**src/rtl/mips_pkg.sv**
```systemverilog
// Shared MIPS opcode/funct constants and the instruction-class decode used by issue.
// Opcode numbering is the local encoding, not the textbook one.
package mips_pkg;

   localparam logic [5:0] OP_RTYPE = 6'h00;
   localparam logic [5:0] OP_BEQ   = 6'h04;
   localparam logic [5:0] OP_BNE   = 6'h05;
   localparam logic [5:0] OP_ADDI  = 6'h08;
   localparam logic [5:0] OP_ADDIU = 6'h09;
   localparam logic [5:0] OP_SLTI  = 6'h0A;
   localparam logic [5:0] OP_SLTIU = 6'h0B;
   localparam logic [5:0] OP_ANDI  = 6'h12;
   localparam logic [5:0] OP_ORI   = 6'h13;
   localparam logic [5:0] OP_LUI   = 6'h15;
   localparam logic [5:0] OP_LW    = 6'h23;
   localparam logic [5:0] OP_LBU   = 6'h24;
   localparam logic [5:0] OP_LHU   = 6'h25;
   localparam logic [5:0] OP_SB    = 6'h28;
   localparam logic [5:0] OP_SH    = 6'h29;
   localparam logic [5:0] OP_SW    = 6'h2B;
   localparam logic [5:0] OP_LL    = 6'h30;

   localparam logic [5:0] FN_SLL  = 6'h00;
   localparam logic [5:0] FN_SRL  = 6'h02;
   localparam logic [5:0] FN_SRA  = 6'h03;
   localparam logic [5:0] FN_JR   = 6'h08;
   localparam logic [5:0] FN_ADD  = 6'h20;
   localparam logic [5:0] FN_ADDU = 6'h21;
   localparam logic [5:0] FN_SUB  = 6'h22;
   localparam logic [5:0] FN_AND  = 6'h24;
   localparam logic [5:0] FN_OR   = 6'h25;
   localparam logic [5:0] FN_SLT  = 6'h2A;

   typedef struct packed {
      logic       reg_write;
      logic [4:0] dest;
      logic       use_rs;
      logic       use_rt;
   } decode_t;

   function automatic decode_t decode(input logic [31:0] instr);
      decode_t d;
      d.reg_write = 1'b0;
      d.dest      = instr[20:16];
      d.use_rs    = 1'b1;
      d.use_rt    = 1'b0;
      case (instr[31:26])
         OP_RTYPE: begin
            d.reg_write = 1'b1;
            d.dest      = instr[15:11];
            d.use_rt    = 1'b1;
            // shifts take their amount from shamt, not rs
            if (instr[5:0] == FN_SLL || instr[5:0] == FN_SRL || instr[5:0] == FN_SRA)
               d.use_rs = 1'b0;
         end
         OP_ADDI, OP_ADDIU, OP_ANDI, OP_ORI, OP_SLTI, OP_SLTIU,
         OP_LW, OP_LBU, OP_LHU, OP_LL:
            d.reg_write = 1'b1;
         OP_LUI: begin
            d.reg_write = 1'b1;
            d.use_rs    = 1'b0;
         end
         OP_BEQ, OP_BNE, OP_SB, OP_SH, OP_SW:
            d.use_rt = 1'b1;
         default: ;
      endcase
      if (d.dest == 5'd0)
         d.reg_write = 1'b0;
      return d;
   endfunction

endpackage

```
**src/rtl/mips_decode_issue_if.sv**
```systemverilog
// Issue-stage bundle: instruction input, write-back port, flush and the ALU-facing output entry.
interface mips_decode_issue_if;
   logic        in_valid;
   logic        in_ready;
   logic [31:0] instr;
   logic [31:0] in_pc;
   logic        wb_en;
   logic [4:0]  wb_addr;
   logic [31:0] wb_data;
   logic        flush;
   logic        out_valid;
   logic        out_ready;
   logic [5:0]  opcode;
   logic [5:0]  funct;
   logic [4:0]  shamt;
   logic [15:0] immediate;
   logic [31:0] rs_content;
   logic [31:0] rt_content;
   logic [4:0]  dest_addr;
   logic        reg_write;
   logic [31:0] out_pc;

   modport master (
      output in_valid, instr, in_pc, wb_en, wb_addr, wb_data, flush, out_ready,
      input  in_ready, out_valid, opcode, funct, shamt, immediate,
             rs_content, rt_content, dest_addr, reg_write, out_pc
   );

   modport slave (
      input  in_valid, instr, in_pc, wb_en, wb_addr, wb_data, flush, out_ready,
      output in_ready, out_valid, opcode, funct, shamt, immediate,
             rs_content, rt_content, dest_addr, reg_write, out_pc
   );
endinterface

```
**src/rtl/mips_regfile.sv**
```systemverilog
// 32x32 register file, r0 hardwired to zero, two async read ports that see a same-cycle write.
module mips_regfile (
   input  logic        clk,
   input  logic        rst,
   input  logic        we,
   input  logic [4:0]  waddr,
   input  logic [31:0] wdata,
   input  logic [4:0]  raddr_a,
   input  logic [4:0]  raddr_b,
   output logic [31:0] rdata_a,
   output logic [31:0] rdata_b
);
   logic [31:0] mem [32];

   always_ff @(posedge clk or posedge rst) begin
      if (rst) begin
         for (int i = 0; i < 32; i++)
            mem[i] <= '0;
      end else if (we && waddr != 5'd0) begin
         mem[waddr] <= wdata;
      end
   end

   always_comb begin
      rdata_a = mem[raddr_a];
      if (raddr_a == 5'd0)
         rdata_a = '0;
      else if (we && waddr == raddr_a)
         rdata_a = wdata;
   end

   always_comb begin
      rdata_b = mem[raddr_b];
      if (raddr_b == 5'd0)
         rdata_b = '0;
      else if (we && waddr == raddr_b)
         rdata_b = wdata;
   end
endmodule

```
**src/rtl/mips_decode_issue.sv**
```systemverilog
// Decode/issue stage: field split, operand read, busy scoreboard and a one-entry output register.
module mips_decode_issue
   import mips_pkg::*;
(
   input logic               clk,
   input logic               rst,
   mips_decode_issue_if.slave bus
);
   decode_t     dec;
   logic [4:0]  rs_idx;
   logic [4:0]  rt_idx;
   logic [31:0] rs_val;
   logic [31:0] rt_val;
   logic [31:0] busy;
   logic [31:0] busy_eff;
   logic [31:0] busy_nxt;
   logic [31:0] wb_mask;
   logic        hazard;
   logic        in_ready;
   logic        accept;

   logic        out_valid_q;
   logic [5:0]  opcode_q;
   logic [5:0]  funct_q;
   logic [4:0]  shamt_q;
   logic [15:0] imm_q;
   logic [31:0] rs_q;
   logic [31:0] rt_q;
   logic [4:0]  dest_q;
   logic        rw_q;
   logic [31:0] pc_q;

   assign rs_idx = bus.instr[25:21];
   assign rt_idx = bus.instr[20:16];
   assign dec    = decode(bus.instr);

   mips_regfile u_regfile (
      .clk     (clk),
      .rst     (rst),
      .we      (bus.wb_en),
      .waddr   (bus.wb_addr),
      .wdata   (bus.wb_data),
      .raddr_a (rs_idx),
      .raddr_b (rt_idx),
      .rdata_a (rs_val),
      .rdata_b (rt_val)
   );

   // a write-back landing this cycle already releases its register for issue
   assign wb_mask  = bus.wb_en ? (32'd1 << bus.wb_addr) : 32'd0;
   assign busy_eff = busy & ~wb_mask;

   always_comb begin
      hazard = bus.in_valid &&
               ((dec.use_rs && rs_idx != 5'd0 && busy_eff[rs_idx]) ||
                (dec.use_rt && rt_idx != 5'd0 && busy_eff[rt_idx]) ||
                (dec.reg_write && busy_eff[dec.dest]));
   end

   assign in_ready = !hazard && !bus.flush && (!out_valid_q || bus.out_ready);
   assign accept   = bus.in_valid && in_ready;

   always_comb begin
      busy_nxt = busy_eff;
      if (bus.flush && out_valid_q && rw_q)
         busy_nxt[dest_q] = 1'b0;
      if (accept && dec.reg_write)
         busy_nxt[dec.dest] = 1'b1;
   end

   always_ff @(posedge clk or posedge rst) begin
      if (rst)
         busy <= '0;
      else
         busy <= busy_nxt;
   end

   always_ff @(posedge clk or posedge rst) begin
      if (rst) begin
         out_valid_q <= 1'b0;
         opcode_q    <= '0;
         funct_q     <= '0;
         shamt_q     <= '0;
         imm_q       <= '0;
         rs_q        <= '0;
         rt_q        <= '0;
         dest_q      <= '0;
         rw_q        <= 1'b0;
         pc_q        <= '0;
      end else if (bus.flush) begin
         out_valid_q <= 1'b0;
      end else if (accept) begin
         out_valid_q <= 1'b1;
         opcode_q    <= bus.instr[31:26];
         funct_q     <= bus.instr[5:0];
         shamt_q     <= bus.instr[10:6];
         imm_q       <= bus.instr[15:0];
         rs_q        <= rs_val;
         rt_q        <= rt_val;
         dest_q      <= dec.dest;
         rw_q        <= dec.reg_write;
         pc_q        <= bus.in_pc;
      end else if (bus.out_ready) begin
         out_valid_q <= 1'b0;
      end
   end

   assign bus.in_ready   = in_ready;
   assign bus.out_valid  = out_valid_q;
   assign bus.opcode     = opcode_q;
   assign bus.funct      = funct_q;
   assign bus.shamt      = shamt_q;
   assign bus.immediate  = imm_q;
   assign bus.rs_content = rs_q;
   assign bus.rt_content = rt_q;
   assign bus.dest_addr  = dest_q;
   assign bus.reg_write  = rw_q;
   assign bus.out_pc     = pc_q;
endmodule
```
**src/flat_wrapper.sv**
```systemverilog
// flat-port wrapper written by rule: the top's interface ports become plain ports
module mips_decode_issue_flat import mips_pkg::*;
  (clk, rst, bus_in_valid, bus_instr, bus_in_pc, bus_wb_en, bus_wb_addr, bus_wb_data, bus_flush, bus_out_ready, bus_in_ready, bus_out_valid, bus_opcode, bus_funct, bus_shamt, bus_immediate, bus_rs_content, bus_rt_content, bus_dest_addr, bus_reg_write, bus_out_pc);
  mips_decode_issue_if bus_i ();
  input logic clk;
  input logic rst;
  input wire logic [$bits(bus_i.in_valid)-1:0] bus_in_valid;
  input wire logic [$bits(bus_i.instr)-1:0] bus_instr;
  input wire logic [$bits(bus_i.in_pc)-1:0] bus_in_pc;
  input wire logic [$bits(bus_i.wb_en)-1:0] bus_wb_en;
  input wire logic [$bits(bus_i.wb_addr)-1:0] bus_wb_addr;
  input wire logic [$bits(bus_i.wb_data)-1:0] bus_wb_data;
  input wire logic [$bits(bus_i.flush)-1:0] bus_flush;
  input wire logic [$bits(bus_i.out_ready)-1:0] bus_out_ready;
  output wire logic [$bits(bus_i.in_ready)-1:0] bus_in_ready;
  output wire logic [$bits(bus_i.out_valid)-1:0] bus_out_valid;
  output wire logic [$bits(bus_i.opcode)-1:0] bus_opcode;
  output wire logic [$bits(bus_i.funct)-1:0] bus_funct;
  output wire logic [$bits(bus_i.shamt)-1:0] bus_shamt;
  output wire logic [$bits(bus_i.immediate)-1:0] bus_immediate;
  output wire logic [$bits(bus_i.rs_content)-1:0] bus_rs_content;
  output wire logic [$bits(bus_i.rt_content)-1:0] bus_rt_content;
  output wire logic [$bits(bus_i.dest_addr)-1:0] bus_dest_addr;
  output wire logic [$bits(bus_i.reg_write)-1:0] bus_reg_write;
  output wire logic [$bits(bus_i.out_pc)-1:0] bus_out_pc;
  assign bus_i.in_valid = bus_in_valid;
  assign bus_i.instr = bus_instr;
  assign bus_i.in_pc = bus_in_pc;
  assign bus_i.wb_en = bus_wb_en;
  assign bus_i.wb_addr = bus_wb_addr;
  assign bus_i.wb_data = bus_wb_data;
  assign bus_i.flush = bus_flush;
  assign bus_i.out_ready = bus_out_ready;
  assign bus_in_ready = bus_i.in_ready;
  assign bus_out_valid = bus_i.out_valid;
  assign bus_opcode = bus_i.opcode;
  assign bus_funct = bus_i.funct;
  assign bus_shamt = bus_i.shamt;
  assign bus_immediate = bus_i.immediate;
  assign bus_rs_content = bus_i.rs_content;
  assign bus_rt_content = bus_i.rt_content;
  assign bus_dest_addr = bus_i.dest_addr;
  assign bus_reg_write = bus_i.reg_write;
  assign bus_out_pc = bus_i.out_pc;
  mips_decode_issue u_core (.clk(clk), .rst(rst), .bus(bus_i));
endmodule
```
**config.mk**
```make
export PLATFORM = sky130hd
export DESIGN_NAME = mips_decode_issue_flat
export DESIGN_NICKNAME = d
export VERILOG_FILES = /design/src/rtl/mips_pkg.sv /design/src/rtl/mips_decode_issue_if.sv /design/src/rtl/mips_regfile.sv /design/src/rtl/mips_decode_issue.sv /design/src/flat_wrapper.sv
export SDC_FILE = /design/constraint.sdc
export NUM_CORES = 2
export LEC_CHECK = 0
export ABC_AREA = 1
export CORE_ASPECT_RATIO = 2
export CORE_MARGIN = 5
export CORE_UTILIZATION = 56
export DETAILED_ROUTE_END_ITERATION = 8
export PLACE_DENSITY = 0.8
export REMOVE_ABC_BUFFERS = 1
export SLEW_MARGIN = 20
export SYNTH_ARGS = -nofsm -noshare
export SYNTH_HDL_FRONTEND = slang
export SYNTH_HIERARCHICAL = 1
export SYNTH_SLANG_ARGS = --single-unit
```
**constraint.sdc**
```tcl
create_clock -name clk -period 44.1 [get_ports clk]
set_clock_uncertainty 0.2 [all_clocks]
set_input_delay 13.23 -clock clk [delete_from_list [all_inputs] [get_ports clk]]
set_output_delay 13.23 -clock clk [all_outputs]
set_load 0.1 [all_outputs]
```
==> impl_metrics.toml <==
[timing]
fmax_mhz = 31.60
hold_viol = 0
rsz0062_at_grt = "false"
slew_headroom_pct = 17.43
period_share_pct = 71.77
min_period_ps = 31650
finalSetupViolations = 0
tightest_slew_ps = 1238
maxSlewViolCount = 0
tns_ps = 0

[cts]
cts_tree = "built"
cts_resized = 0
clk_latency_ps = 740
clock-sinks = 1181
ctsHoldBuffers = 0
clk_pin_slew_worst_paths_ps = 60
cts_buffer_depth = 3
htree_num_levels = 3
cts-root-buf = "clkbuf_16"
cts_setup_buffers = 0
cts_made_buffers = 108

[yosys]
synth_cell_types = 38
syn_inst = 9998
ys_ff_latch = 1181
synth_top_cell_by_area = "dfrtp_1"
syn_area_per_cell_sq_um = 6.777
synth_top_area_share_pct = 43.62
ys_seq_area_share_pct = 43.62
yosys_warnings = 6
synth_area_sq_um = 67750
synthTopCellsByArea = "dfrtp_1, nand2_1, nand3_1, o21ai_0, inv_1"

[floorplan]
start_util_pct = 56.34
row_count = 180
die_area_sq_um = 128500
ios = 244
die_x_um = 256.0
dieHeight_um = 501.9
core_sq_um = 120300

[final_layout]
most-common-layout-cells = "nand2_1, nand3_1, dfrtp_1"
mostFrequentLayoutCell = "nand2_1"
drive_above_1_share_pct = 4.170
syn_to_final_growth_pct = 8.692
fin_cells = 11263
nNetsFinal = 9738
fillers = 10882
final_util_pct = 61.23
design_area_sq_um = 73640

[route]
dr.pass1.iters = 7
drt_iter0_markers = 9862
ant_nets = 0
wl_per_cell_um = 23.08
post-route-drc-count = 0
num_vias = 70396
avgViaCountPerCell = 6.250
drt_wl_total_mm = 259.9

[worst_setup_path]
cp-end-kind = "primary output"
cp_max_fo = 33
path_cells = "clkdlybuf4s50_1 > nor2_1 > nand3_2 > o21ai_2 > inv_2 > nand2_2 > nor2_1 > nor2_4 > nand2_1 > nor2_1 > nand4_1 > nand3_1 > a21oi_1 > clkdlybuf4s50_1"
worstPathArrival_ps = 18220
r2r_slack_ps = 40490
setup.worst_path.start_class = "input port"
crit_slowest_cell = "clkdlybuf4s50_1"
path_common_cell = "nor2_1"
critPathMaxStageDelay_ps = 970
criticalPathCategory = "input port to primary output"
cp.required_ps = 30670

[pwr]
ir_drop_mv = 0.03471
p_leak_uw = 0.03700
powerDensity_nw_per_um2 = 46.50

[global_route]
grt_pass1_vias = 67911
grt_max_degree = 189
overflow = 0
grt_first_pass_wirelength_mm = 392.3
antenna_found_initial = 5
grt.total_usage_pct = 38.92

[job]
drv_cap = 0

[min_path]
hold_class = "flop to flop"

[placed_design]
placed_cells = 11066
numPortBuffers = 243
place.gp.congestion = 0.9438
placed_area_sq_um = 69880
post-dp-hpwl_mm = 141.9

[run_status]
status = "finished, final reports clean"
-- kinds of logic after synthesis --
kind of cell           share of synthesized area (%)
buffers and inverters                          10.47
XOR/XNOR                                     0.03879
AO/OA/AOI/OAI                                  12.06
AND/OR/NAND/NOR                                33.81
flip-flops                                     43.62
-- synth_stat cells (all sizes together) --
cell type  instances
a211oi             1
a21boi             1
a21oi            110
a221oi             1
a31oi              1
a32o               1
buf              198
clkbuf           629
clkinv             4
dfrtp           1181
inv              996
nand2           3461
nand3           1615
nand3b             1
nand4             16
nor2             331
nor3              16
nor4               3
o211a              1
o211ai           224
o21ai           1156
o21bai             7
o22ai              5
or2               36
xor2               3
-- layer usage --
metal	global-route usage, %	wire, um	share of wire (%)	vias to the layer above
met5	0	70	0.027	-
met2	62.96	116400	45	5190
met1	45.24	85900	33	32591
met4	29.81	24820	9.5	4
li1	-	-	-	31098
met3	8.480	32720	13	1513
-- flip-flops by register name, summed over array words and instances, names as in the netlist --
name                   count
u_core/bus.dest_addr       5
u_core/busy               32
u_core/bus.rt_content     32
u_core/bus.opcode          6
u_core/bus.immediate       7
u_core/bus.rs_content     32
u_core/bus.funct           5
u_core/u_regfile/mem    1024
u_core/bus.reg_write       1
u_core/bus.shamt           4
u_core/bus.out_pc         32
u_core/bus.out_valid       1
-- worst paths after layout --
path,startpoint,to,cells past startpoint
worst min register to register,u_core/u_regfile/mem[998],u_core/u_regfile/mem[998],0
min in group asynchronous,rst,u_core/u_regfile/mem[423],2
worst max register to register,u_core/busy[11],u_core/bus.funct[3],13
worst max-delay path,bus_instr[27],bus_in_ready,14
max in group asynchronous,rst,u_core/u_regfile/mem[393],5
worst min-delay path,u_core/u_regfile/mem[998],u_core/u_regfile/mem[998],0
-- power breakdown --
group          total, uW  internal (uW)  leakage [uW]  switching [uW]
combinational       1010            280        0.0200             733
sequential          1410           1290        0.0152             121
clock               1000            562       0.00181             440
total               3420           2130        0.0370            1290
-- layout make-up --
class                   instances  area (sq um)  share of cell area, %
clock inverters                39         535.5                 0.7272
multi-input cells            6990         31310                  42.51
well taps                    1547          1936                  2.628
diodes                          4         10.01                0.01359
repair buffers                350          3347                  4.545
inverters                    1000          3804                  5.165
clock buffers                 152          3154                  4.283
flip-flops and latches       1181         29550                  40.13
-- stage by stage --
| stage | setup WS, ps | hold slack [ps] | total power (uW) |
|---|---|---|---|
| after floorplan | 1854 | 153.7 | 2126 |
| after global placement | 12490 | 164.6 | 2383 |
| after detailed placement | 12500 | 165.6 | 2417 |
| after CTS | 12480 | 179.4 | 3415 |
| after global routing | 12200 | 190.2 | 3583 |
| final | 12450 | 175.7 | 3425 |
-- critical path, delay by kind of cell --
family / cells / cell delay, ps
compound gates: 2 / 810
simple gates: 9 / 2350
buf+inv: 3 / 1810
(Power assumes the default switching activity.)
